<file path="src/rtl/turn_controller_pkg.sv">
// turn_controller_pkg: shared state type, field widths and chicken start-position helper
package turn_controller_pkg;
  localparam int POS_W = 5;
  localparam int IMG_W = 4;
  localparam int PLAYER_W = 2;
  typedef enum logic [2:0] {IDLE, WAIT_FLIP, COMPARE, ADVANCE, DONE} state_t;
  function automatic logic [POS_W-1:0] start_pos(input int i, input int track_len, input int num_players);
    return POS_W'(i * (track_len / num_players));
  endfunction
endpackage

</file>
<file path="src/rtl/turn_timer.sv">
// turn_timer: counts idle WAIT_FLIP cycles and flags the cycle in which the turn expires
// Ports: clk, rst (sync, active-high), clr (restart count), en (count this cycle),
//        expired (combinational, high in the TIMEOUT_CYCLES-th enabled cycle).
module turn_timer #(
  parameter int TIMEOUT_CYCLES = 1000
) (
  input  logic clk,
  input  logic rst,
  input  logic clr,
  input  logic en,
  output logic expired
);
  localparam int CW = $clog2(TIMEOUT_CYCLES + 1);
  logic [CW-1:0] r_cnt;
  assign expired = en && (r_cnt == CW'(TIMEOUT_CYCLES - 1));
  always_ff @(posedge clk) begin
    if (rst || clr || expired) r_cnt <= '0;
    else if (en) r_cnt <= r_cnt + 1'b1;
  end
endmodule

</file>
<file path="src/rtl/turn_controller.sv">
// turn_controller: turn sequencing, image compare and chicken movement for a tile-matching race game
// Ports: clk, rst (sync, active-high), start/flip pulses, center_img/edge_img images,
//        edge_addr (tile ahead of current chicken), player, pos_flat (5 bits per player),
//        match/miss/timeout pulses, game_over level and winner.
// Optional: define TURN_TIMEOUT_EN to pass the turn after TIMEOUT_CYCLES idle cycles.
module turn_controller
  import turn_controller_pkg::*;
#(
  parameter int NUM_PLAYERS = 4,
  parameter int TRACK_LEN = 24,
  parameter int TIMEOUT_CYCLES = 1000
) (
  input  logic                         clk,
  input  logic                         rst,
  input  logic                         start,
  input  logic                         flip,
  input  logic [IMG_W-1:0]             center_img,
  input  logic [IMG_W-1:0]             edge_img,
  output logic [POS_W-1:0]             edge_addr,
  output logic [PLAYER_W-1:0]          player,
  output logic [NUM_PLAYERS*POS_W-1:0] pos_flat,
  output logic                         match,
  output logic                         miss,
  output logic                         timeout,
  output logic                         game_over,
  output logic [PLAYER_W-1:0]          winner
);
  localparam logic [PLAYER_W-1:0] LAST_PLAYER = PLAYER_W'(NUM_PLAYERS - 1);
  localparam logic [POS_W-1:0] LAST_POS = POS_W'(TRACK_LEN - 1);
  localparam logic [POS_W-1:0] WIN_STEPS = POS_W'(TRACK_LEN);
  if (NUM_PLAYERS < 2 || NUM_PLAYERS > 4 || TRACK_LEN < NUM_PLAYERS || TRACK_LEN > 31 || TIMEOUT_CYCLES < 1)
    $error("turn_controller: parameter out of range");
  state_t r_state;
  logic [PLAYER_W-1:0] r_player, r_winner;
  logic [POS_W-1:0] r_pos [NUM_PLAYERS];
  logic [POS_W-1:0] r_steps [NUM_PLAYERS];
  logic [IMG_W-1:0] r_center, r_edge;
  logic r_match, r_miss, r_game_over;
  logic [PLAYER_W-1:0] w_next_player;
  logic [POS_W-1:0] w_cur_pos, w_new_steps;
  assign w_cur_pos = r_pos[r_player];
  assign edge_addr = (w_cur_pos == LAST_POS) ? '0 : w_cur_pos + 1'b1;
  assign w_next_player = (r_player == LAST_PLAYER) ? '0 : r_player + 1'b1;
  assign w_new_steps = r_steps[r_player] + 1'b1;
  assign player = r_player;
  assign match = r_match;
  assign miss = r_miss;
  assign game_over = r_game_over;
  assign winner = r_winner;
  for (genvar g = 0; g < NUM_PLAYERS; g++) begin : g_pos
    assign pos_flat[g*POS_W +: POS_W] = r_pos[g];
  end
`ifdef TURN_TIMEOUT_EN
  logic r_timeout, w_expired, w_in_wait;
  assign w_in_wait = (r_state == WAIT_FLIP);
  assign timeout = r_timeout;
  // Leaving WAIT_FLIP holds the count at zero, so every entry starts a fresh turn window.
  turn_timer #(.TIMEOUT_CYCLES(TIMEOUT_CYCLES)) u_timer (
    .clk(clk),
    .rst(rst),
    .clr(!w_in_wait),
    .en(w_in_wait),
    .expired(w_expired)
  );
`else
  assign timeout = 1'b0;
`endif
  always_ff @(posedge clk) begin
    if (rst) begin
      r_state <= IDLE;
      r_player <= '0;
      for (int i = 0; i < NUM_PLAYERS; i++) begin
        r_pos[i] <= '0;
        r_steps[i] <= '0;
      end
      r_center <= '0;
      r_edge <= '0;
      r_match <= 1'b0;
      r_miss <= 1'b0;
      r_game_over <= 1'b0;
      r_winner <= '0;
`ifdef TURN_TIMEOUT_EN
      r_timeout <= 1'b0;
`endif
    end else begin
      r_match <= 1'b0;
      r_miss <= 1'b0;
`ifdef TURN_TIMEOUT_EN
      r_timeout <= 1'b0;
`endif
      case (r_state)
        IDLE, DONE: if (start) begin
          for (int i = 0; i < NUM_PLAYERS; i++) begin
            r_pos[i] <= start_pos(i, TRACK_LEN, NUM_PLAYERS);
            r_steps[i] <= '0;
          end
          r_player <= '0;
          r_game_over <= 1'b0;
          r_winner <= '0;
          r_state <= WAIT_FLIP;
        end
        WAIT_FLIP: if (flip) begin
          r_center <= center_img;
          r_edge <= edge_img;
          r_state <= COMPARE;
        end
`ifdef TURN_TIMEOUT_EN
        else if (w_expired) begin
          r_timeout <= 1'b1;
          r_miss <= 1'b1;
          r_player <= w_next_player;
        end
`endif
        COMPARE: if (r_center == r_edge) begin
          r_match <= 1'b1;
          r_state <= ADVANCE;
        end else begin
          r_miss <= 1'b1;
          r_player <= w_next_player;
          r_state <= WAIT_FLIP;
        end
        ADVANCE: begin
          r_pos[r_player] <= edge_addr;
          r_steps[r_player] <= w_new_steps;
          r_game_over <= (w_new_steps == WIN_STEPS);
          r_winner <= (w_new_steps == WIN_STEPS) ? r_player : r_winner;
          r_state <= (w_new_steps == WIN_STEPS) ? DONE : WAIT_FLIP;
        end
        default: r_state <= IDLE;
      endcase
    end
  end
endmodule

</file>
<file path="config.mk">
export PLATFORM = sky130hd
export DESIGN_NAME = turn_controller
export DESIGN_NICKNAME = d
export VERILOG_FILES = /design/src/rtl/turn_controller_pkg.sv /design/src/rtl/turn_timer.sv /design/src/rtl/turn_controller.sv
export SDC_FILE = /design/constraint.sdc
export NUM_CORES = 1
export LEC_CHECK = 0
export BUFFER_PORTS_ARGS = -buffer_cell sky130_fd_sc_hd__buf_4
export CORE_ASPECT_RATIO = 2
export CORE_UTILIZATION = 56
export DETAILED_ROUTE_END_ITERATION = 10
export PLACE_DENSITY_LB_ADDON = 0.25
export SETUP_SLACK_MARGIN = 0.15
export SYNTH_ARGS = -nofsm -noshare
export SYNTH_HDL_FRONTEND = slang
export SYNTH_HIERARCHICAL = 1
export SYNTH_SLANG_ARGS = --single-unit
</file>
<file path="constraint.sdc">
create_clock -name clk -period 2.8 [get_ports clk]
set_input_delay 0.42 -clock clk [delete_from_list [all_inputs] [get_ports clk]]
set_output_delay 0.42 -clock clk [all_outputs]
set_load 0.02 [all_outputs]
</file>
==> metrics.yaml, run 1 <==
clocking:
  clockRootBuffer: "clkbuf_8"
  clock-sinks: 60
  postCtsHoldBufs: 0
  htreeDepth: 3
  path_clk_slew_ns: 0.07
  clockBufferDepth: 2
  cts_tree: "built"
  cts-buffers-inserted: 9
  clock_latency_ns: 0.34
yosys:
  synth_edf_count: 40
  yosys.area.top_type: "edfxtp_1"
  netlist_instances: 225
  synth.yosys.seq_area_share_pct: 58.1
  synth_top_family_by_area: "simple AND/OR/NAND/NOR gates"
  post-synth-top-count-cell: "nor2_1"
  synth_flop_cell: "edfxtp_1"
  yosysUniqueCellTypes: 39
  synth_fp_nets: 244
  async_flop_share_pct: 0
  synth_compound_area_share_pct: 5.00
  synthAdderAreaFrac_pct: 3.18
  netlist_area_sq_um: 2760
  synth_xor_area_share_pct: 2.54
  synthTopCellsByCount: "nor2_1, edfxtp_1, dfxtp_1, nand2_1"
  synth_top_area_share_pct: 43.6
  muxShareOfSynthArea_pct: 12.8
  ys_top_cells_by_area: "edfxtp_1, dfxtp_1, mux4_1, nor2_1, mux2i_1"
  synth_warnings: 6
  synth-seq-cells: 60
  synthSimpleGateAreaFrac_pct: 15.5
  syn_avg_cell_area_sq_um: 12.2
timing:
  fin_skew_ns: 0.0111
  hold_violations: 0
  period_minus_slack_ns: 2.58
  worst_pin_slew_ns: 0.531
  maxSlewViolCount: 0
  tns_ns: 0
  setup_viol: 0
  rsz0062_at_grt: "no"
  slew_headroom_pct: 64.5
  clock.fmax_mhz: 388
  fin_crit_sh_pct: 92.1
finish:
  num_antenna_cells: 0
  fin_cells: 345
  drive_gt1_share_pct: 30.0
  nets: 304
  fill_cells: 341
  area_growth_pct: 24.4
placement:
  io_buffers: 43
  place_inst: 327
  place_congestion: 0.832
  place_hpwl_mm: 4.41
worst_setup_path:
  endpoint_kind: "output pin"
  cp-start-kind: "flop"
  critPathTopFamily: "multiplexers"
  path_cells: "mux4_2, ha_1, and2_1, a31o_2, inv_1, buf_4"
  required_ns: 2.38
  slowest_stage: "mux4_2"
  arrival_ns: 2.16
  max_stage_delay_ns: 0.53
  cp_max_fo: 5
  path_class: "flop to output pin"
  critPathBufInv: 2
floorplan:
  die_area_sq_um: 5220
  initial_core_util_pct: 59.4
  die_w_um: 51.6
  pin_count: 45
  coreArea_sq_um: 4640
  die_y_um: 101
  rows: 35
detailed_routing:
  vias_per_cell: 5.76
  drt-initial-drc-count: 78
  drt-total-wl_mm: 6.06
  ant_nets: 0
  wire_per_inst_um: 17.6
  drtPass1Iterations: 4
  drc: 0
  vias: 1988
grt:
  grt_pass1_vias: 2082
  grt_start_max_net_pins: 22
  grt_usage_pct: 26.3
  antenna_found_initial: 0
  grt_pass1_wl_mm: 9.60
  grt_overflow: 0
pwr:
  power.leakage_nw: 1.47
  ir_drop_mv: 0.677
  powerDensity_nw_per_um2: 634
outcome:
  outcome: "completed"
hold_path:
  hold_class: "input pin to flop"
job:
  drv_cap: 0
-- final timing paths --
kind,endpoint,start,cells past startpoint,slack (ns)
worst max-delay path,edge_addr[0],r_pos[3][0]$_SDFFCE_PN0P_,6,0.22
worst min-delay path,r_edge[0]$_SDFFE_PP0P_,edge_img[0],3,0.32
worst min register to register,winner[0]$_SDFFE_PP0P_,winner[0]$_SDFFE_PP0P_,2,0.47
worst max register to register,winner[1]$_SDFFE_PP0P_,flop,8,0.38
-- metal layers --
| layer | GRT usage, % | up-vias | part of all wire, % |
|---|---|---|---|
| met5 | 0 | - | 0 |
| met4 | 18.7 | 0 | 3.5 |
| met3 | 5.41 | 15 | 4.9 |
| met2 | 49.5 | 81 | 59 |
| met1 | 23.3 | 960 | 32 |
| li1 | - | 932 | - |
-- placed cells by master, fill, tap and decap left out, types with 2 or more instances in the layout --
cell type,instances
xor2_1,6
buf_4,56
mux4_1,5
dfxtp_1,18
a21oi_1,7
clkinvlp_4,2
nand3_1,4
nand2b_1,4
nor3_1,5
ha_1,7
and3_1,4
nand2_1,17
inv_1,10
mux4_2,5
edfxtp_1,40
nor4b_1,2
mux2i_1,10
nor2_1,46
o21ai_0,7
clkbuf_8,10
xnor2_1,2
-- layout make-up --
cell class	instances	area [sq um]	area share (%)
Timing Repair Buffer	56	420	12.3
Inverter	10	37.5	1.09
Tap cell	55	68.8	2.01
Multi-Input combinational cell	148	1080	31.4
Clock inverter	5	56.3	1.64
Sequential cell	60	1610	46.9
Clock buffer	11	163	4.74
-- worst min-delay path, cell delays in order --
cell and delay [ns]:
buf_4 0.08, mux2i_1 0.05, nor2_1 0.07
-- metrics by stage --
step | power (mW) | area [sq um] | util (%) | hold WS [ns] | setup WS [ns]
2_1_floorplan | 1.24 | 2760 | - | 0.481 | 0.545
3_3_place_gp | 1.36 | 3200 | 68.9 | 0.453 | 0.396
3_5_place_dp | 1.36 | 3200 | 68.9 | 0.469 | 0.322
4_1_cts | 2.18 | 3410 | 73.5 | 0.312 | 0.192
5_1_grt | 2.24 | 3430 | 73.9 | 0.319 | 0.149
6_report | 2.17 | 3430 | 73.9 | 0.316 | 0.221
-- state kept, by name (all words and copies together), names as in the netlist, named ones only --
register / count
r_pos: 20
match: 1
r_state: 3
winner: 2
game_over: 1
miss: 1
r_edge: 4
r_center: 4
player: 2
r_steps: 20
-- kinds of logic after synthesis --
kind of cell | after synthesis
AO/OA/AOI/OAI | 21
XOR/XNOR | 8
adder cells (fa/ha/maj) | 7
buffers and inverters | 17
flip-flops | 60
multiplexers | 20
other | 1
AND/OR/NAND/NOR | 91
-- power breakdown --
part / total (mW) / internal [mW] / leakage, nW / switching [mW]
Sequential: 1.04 / 1.01 / 0.597 / 0.0341
Combinational: 0.305 / 0.127 / 0.768 / 0.178
Clock: 0.828 / 0.487 / 0.107 / 0.340
-- what timing repair did --
| item | in CTS | in global routing |
|---|---|---|
| resized for setup | 5 | 0 |
| setup buffers | 0 | 2 |
| endpoints found under the setup margin | 3 | 1 |
| cloned | 0 | 0 |
(Power assumes the default switching activity.)
==> inputs of run 2 (changes only) <==
--- a/config.mk
+++ b/config.mk
@@ -5,10 +5,11 @@
 export SDC_FILE = /design/constraint.sdc
 export NUM_CORES = 1
 export LEC_CHECK = 0
-export BUFFER_PORTS_ARGS = -buffer_cell sky130_fd_sc_hd__buf_4
+export ABC_AREA = 1
 export CORE_ASPECT_RATIO = 2
-export CORE_UTILIZATION = 56
+export CORE_UTILIZATION = 63
 export DETAILED_ROUTE_END_ITERATION = 10
+export DONT_BUFFER_PORTS = 1
 export PLACE_DENSITY_LB_ADDON = 0.25
 export SETUP_SLACK_MARGIN = 0.15
 export SYNTH_ARGS = -nofsm -noshare
==> run 2 against run 1 <==
  * Total power rose by 59%
  * Sequential power rose by 32%
  * Sequential share of layout area rose by 2.9 points
  * Non-clock buffer count fell by 49
  * Synthesized area rose by 6.7%
  * Critical path depth did not move
  * Register-to-register slack improved by 0.09 ns
  * Cell count rose by 18%
  * Global-route usage rose by 1.9 points
  * First-iteration DRC count fell by 6.4%
  * Highest routed layer unchanged
==> metrics.yaml, run 2 <==
detailed_routing:
  wl_met3_um: 356
  wire_per_inst_um: 15.7
  route.met2.wl_mm: 3.72
  routed.top_layer: "met4"
  vias: 2228
  ant_nets: 0
  drt-total-wl_mm: 6.38
  drtPass1Iterations: 4
  drt-initial-drc-count: 73
  wl_met1_mm: 2.17
  drc: 0
  vias_per_cell: 5.49
yosys:
  post-synth-top-count-cell: "nand2_1"
  netlist_area_sq_um: 2940
  yosys.area.top_type: "edfxtp_1"
  synth_warnings: 6
  synth_compound_area_share_pct: 6.68
  ys_top_cells_by_area: "edfxtp_1, dfxtp_1, nand2_1, nor2_1, inv_1"
  syn_avg_cell_area_sq_um: 8.60
  synthSimpleGateAreaFrac_pct: 26.7
  synthTopCellsByCount: "nand2_1, nor2_1, edfxtp_1, inv_1, dfxtp_1"
  async_flop_share_pct: 0
  synth_fp_nets: 361
  synth_edf_count: 40
  synth_flop_cell: "edfxtp_1"
  synthAdderAreaFrac_pct: 2.98
  synth.yosys.seq_area_share_pct: 54.5
  synth_top_area_share_pct: 40.9
  synth_top_family_by_area: "simple AND/OR/NAND/NOR gates"
  yosysUniqueCellTypes: 34
  synth_xor_area_share_pct: 1.49
  netlist_instances: 342
  synth-seq-cells: 60
  muxShareOfSynthArea_pct: 0
floorplan:
  die_w_um: 50.3
  die_area_sq_um: 4960
  initial_core_util_pct: 66.5
  coreArea_sq_um: 4420
  pin_count: 45
  die_y_um: 98.6
  rows: 34
pwr:
  powerDensity_nw_per_um2: 1070
  power.leakage_nw: 1.39
  ir_drop_mv: 0.721
  power_mw: 3.46
placement:
  io_buffers: 0
  place_congestion: 0.890
  dpl-instance-area_sq_um: 2980
  place_inst: 390
  place_hpwl_mm: 4.50
clocking:
  cts-buffers-inserted: 9
  htreeDepth: 3
  clock-sinks: 60
  clockBufferDepth: 2
  postCtsHoldBufs: 0
  path_clk_slew_ns: 0.06
  clockRootBuffer: "clkbuf_8"
  clock_latency_ns: 0.34
  cts_tree: "built"
  post_cts_buffers: 0
timing:
  clock.fmax_mhz: 396
  setup_viol: 0
  tns_ns: 0
  period_minus_slack_ns: 2.53
  hold_violations: 0
  worst_pin_slew_ns: 0.611
  fin_skew_ns: 0.00706
  maxSlewViolCount: 0
  rsz0062_at_grt: "no"
  slew_headroom_pct: 58.9
  fin_crit_sh_pct: 90.2
finish:
  nets: 366
  biggestRegsByFlops: "r_pos x20, r_steps x20"
  fin_area_sq_um: 3220
  area_growth_pct: 9.62
  mostFrequentLayoutCell: "nand2_1"
  fin_cells: 406
  drive_gt1_share_pct: 12.5
  most-common-layout-cells: "nand2_1, nor2_1, edfxtp_1"
  num_antenna_cells: 0
worst_setup_path:
  arrival_ns: 2.11
  cp-start-kind: "flop"
  crit_end: "edge_addr[4]"
  endpoint_kind: "output pin"
  path_class: "flop to output pin"
  r2r_slack_ns: 0.47
  rr_endpoint: "winner[0]$_SDFFE_PP0P_"
  reg2regPathDepth: 14
  required_ns: 2.38
  cp_max_fo: 11
outcome:
  outcome: "completed"
grt:
  grt_usage_pct: 28.2
  grt_pass1_wl_mm: 10.1
  grt_pass1_vias: 2413
  grt_start_max_net_pins: 20
  grt_overflow: 0
  antenna_found_initial: 0
hold_path:
  hold_class: "input pin to flop"
job:
  drv_cap: 0
run 2: cell count changes in the layout (fill, tap and decap cells not counted), sizes merged, moves of 4 or more:
| cell | before | now |
|---|---|---|
| mux4 | 10 | 0 |
| and3 | 4 | 0 |
| nand3 | 4 | 19 |
| mux2i | 10 | 0 |
| inv | 11 | 37 |
| o21ai | 7 | 18 |
| nand2 | 17 | 86 |
| nor3 | 5 | 1 |
| xor2 | 6 | 0 |
| buf | 56 | 7 |
| nor2 | 46 | 73 |
run 2: cells by family after synthesis:
kind of cell,after synthesis
XOR/XNOR,5
buffers and inverters,50
flip-flops,60
other,1
adder cells (fa/ha/maj),7
AND/OR/NAND/NOR,187
AO/OA/AOI/OAI,32
run 2: worst min-delay path by stage:
| stage | endpoint | slack [ns] | cells after the start | startpoint |
|---|---|---|---|---|
| after floorplan | r_state[2]$_SDFFE_PP0P_ | 0.47 | 2 | r_state[2]$_SDFFE_PP0P_ |
| after global placement | r_state[2]$_SDFFE_PP0P_ | 0.49 | 1 | rst |
| after detailed placement | r_state[2]$_SDFFE_PP0P_ | 0.50 | 1 | rst |
| after CTS | r_state[2]$_SDFFE_PP0P_ | 0.12 | 1 | rst |
| after global routing | r_state[2]$_SDFFE_PP0P_ | 0.13 | 1 | rst |
| final | miss$_SDFF_PP0_ | 0.14 | 1 | rst |
run 2: repair_timing:
item / CTS / global route
endpoints found under the setup margin: 4 / 3
resized for setup: 1 / 7
pin swaps: 0 / 0
run 2: layer usage:
layer	track usage, %	vias to the layer above
met2	51.1	65
met3	7.10	14
li1	-	1102
met1	25.9	1047
met5	0	-
met4	19.9	0
run 2: layout make-up:
| type | instances | area [sq um] |
|---|---|---|
| Multi-Input combinational cell | 232 | 1130 |
| Inverter | 37 | 144 |
| Clock inverter | 3 | 67.6 |
| Timing Repair Buffer | 7 | 52.6 |
| Tap cell | 54 | 67.6 |
| Clock buffer | 13 | 160 |
| Fill cell | 340 | 1200 |
| Sequential cell | 60 | 1610 |
run 2: per-stage QoR:
stage / hold slack, ns / worst slack [ns] / utilization (%)
floorplan: 0.471 / 0.726 / -
global placement: 0.492 / 0.502 / 67.3
detailed placement: 0.495 / 0.366 / 67.3
CTS: 0.123 / 0.171 / 72.5
global route: 0.125 / 0.155 / 72.9
finish: 0.143 / 0.274 / 72.9
run 2: critical path: stages (launching register included):
cell and delay [ns]:
dfxtp_1 0.51, inv_1 0.30, a32oi_1 0.45, nand2_1 0.14, nor2_2 0.14, a21oi_4 0.06, inv_1 0.16
run 2: power breakdown:
part	switching (mW)	internal [mW]
clock network	0.327	0.556
registers	0.233	1.14
logic	0.857	0.349
==> inputs of run 3 (changes only) <==
--- a/config.mk
+++ b/config.mk
@@ -11,6 +11,7 @@
 export DETAILED_ROUTE_END_ITERATION = 10
 export DONT_BUFFER_PORTS = 1
 export PLACE_DENSITY_LB_ADDON = 0.25
+export RECOVER_POWER = 100
 export SETUP_SLACK_MARGIN = 0.15
 export SYNTH_ARGS = -nofsm -noshare
 export SYNTH_HDL_FRONTEND = slang
==> constraint.sdc (replaced) <==
create_clock -name clk -period 2.8 [get_ports clk]
set_input_delay 0.56 -clock clk [delete_from_list [all_inputs] [get_ports clk]]
set_output_delay 0.56 -clock clk [all_outputs]
set_load 0.02 [all_outputs]
==> run 3 against run 2 <==
  * Fmax down 2.6%
  * Critical path depth up 6
  * Clock skew up 0.0025 ns
  * Cell count up 0.74%
  * Core utilization down 0.25 points
  * Die area unchanged
  * Non-clock buffer count up 3
  * Register-to-register slack worse by 0.07 ns
  * Wire length up 6.0%
  * Global-route usage up 0.76 points
  * Largest cell class unchanged
  * First-iteration DRC count up 73%
  * Design area down 0.35%
==> metrics.yaml, run 3 (synthesis results as in run 2) <==
outcome:
  outcome: "completed"
detailed_routing:
  vias_per_cell: 5.68
  drt-initial-drc-count: 126
  drc: 0
  ant_nets: 0
  drtPass1Iterations: 4
  drt-total-wl_mm: 6.76
  wire_per_inst_um: 16.5
  vias: 2322
floorplan:
  die_y_um: 98.6
  die_area_sq_um: 4960
  die_w_um: 50.3
  coreArea_sq_um: 4420
  rows: 34
  pin_count: 45
  initial_core_util_pct: 66.5
clocking:
  clockRootBuffer: "clkbuf_8"
  postCtsHoldBufs: 0
  cts_tree: "built"
  path_clk_slew_ns: 0.07
  clock-sinks: 60
  clockBufferDepth: 2
  htreeDepth: 3
  cts-buffers-inserted: 9
  clock_latency_ns: 0.34
worst_setup_path:
  required_ns: 2.24
  cp-start-kind: "flop"
  reg2regPathDepth: 5
  cp_max_fo: 3
  reg2reg_from: "player[0]$_SDFFE_PP0P_"
  arrival_ns: 2.03
  r2r_slack_ns: 0.40
  crit_start: "r_pos[1][0]$_SDFFCE_PN0P_"
  rr_endpoint: "r_pos[2][4]$_SDFFCE_PN0P_"
  endpoint_kind: "output pin"
  path_class: "flop to output pin"
  crit_end: "edge_addr[3]"
timing:
  tns_ns: 0
  rsz0062_at_grt: "no"
  slew_headroom_pct: 56.7
  setup_viol: 0
  fin_ws_ns: 0.206
  hold_ws_ns: 0.278
  fin_skew_ns: 0.00960
  hold_violations: 0
  worst_pin_slew_ns: 0.645
  period_minus_slack_ns: 2.59
  fin_crit_sh_pct: 92.6
  clock.fmax_mhz: 385
  maxSlewViolCount: 0
finish:
  fill_cells: 354
  biggestRegsByFlops: "r_pos x20, r_steps x20"
  fin_area_sq_um: 3210
  area_growth_pct: 9.23
  drive_gt1_share_pct: 14.1
  mostFrequentLayoutCell: "nand2_1"
  num_antenna_cells: 0
  nets: 369
  most-common-layout-cells: "nand2_1, nor2_1, edfxtp_1"
  utilization_pct: 72.6
  fin_cells: 409
placement:
  place_hpwl_mm: 4.62
  io_buffers: 0
  post-place-ws_ns: 0.304
  place_inst: 391
  place_congestion: 0.879
  dpl-instance-area_sq_um: 2990
pwr:
  ir_drop_mv: 0.674
  power_mw: 3.43
  powerDensity_nw_per_um2: 1070
  power.leakage_nw: 1.36
grt:
  grt_usage_pct: 28.9
  grt_pass1_wl_mm: 10.4
  antenna_found_initial: 0
  grt_start_max_net_pins: 15
  grt_overflow: 0
  grt_pass1_vias: 2329
hold_path:
  hold_start: "rst"
  hold_depth: 1
  hold_class: "input pin to flop"
job:
  drv_cap: 0
[run 3: changes by cell type in the layout (fill, tap and decap cells not counted), moves of 2 or more]
cell,delta
buf_4,-2
bufinv_16,-2
clkbuf_1,+2
clkinv_4,+2
inv_1,-2
inv_4,+2
nand2_2,-2
nand2_4,+2
[run 3: per-layer routing]
metal / global-route usage, % / routed length [um] / share of wire, % / vias to the layer above
met1: 27.6 / 2230 / 33 / 1092
met4: 20.3 / 214 / 3.2 / 0
met3: 6.79 / 441 / 6.5 / 18
met5: 0 / 0 / 0 / -
li1: - / - / - / 1112
met2: 51.8 / 3870 / 57 / 100
[run 3: worst min-delay path by stage]
stage	to	slack, ns
6_report	miss$_SDFF_PP0_	0.28
4_1_cts	match$_SDFF_PP0_	0.27
2_1_floorplan	r_state[2]$_SDFFE_PP0P_	0.47
5_1_grt	match$_SDFF_PP0_	0.26
3_5_place_dp	r_state[2]$_SDFFE_PP0P_	0.50
3_3_place_gp	r_state[2]$_SDFFE_PP0P_	0.49
[run 3: worst max-delay path, cell delays in order (launching register included)]
cell and delay [ns]:
edfxtp_1 0.51, a21oi_2 0.20, o21ai_2 0.07, nand2_2 0.10
inv_2 0.06, ha_4 0.16, inv_1 0.06, nor2_2 0.04
inv_2 0.10, nor2_2 0.06, nand2_2 0.14, nand2_4 0.08
inv_2 0.11
[run 3: final cells by class]
cell class / instances / area [sq um] / share of cell area [%]
well taps: 54 / 67.6 / 2.10
multi-input cells: 232 / 1150 / 35.8
flip-flops and latches: 60 / 1610 / 50.1
repair buffers: 10 / 56.3 / 1.75
inverters: 37 / 144 / 4.48
clock inverters: 6 / 47.5 / 1.48
clock buffers: 10 / 138 / 4.29
[run 3: what timing repair did]
action / 4_1_cts / 5_1_grt
pin swaps: 0 / 7
resized for setup: 5 / 19
buffers inserted: 0 / 2
endpoints found under the setup margin: 4 / 6
[run 3: power by group]
part	total [mW]	internal, mW	switching [mW]
sequential	1.37	1.14	0.231
combinational	1.34	0.416	0.928
clock	0.717	0.352	0.365
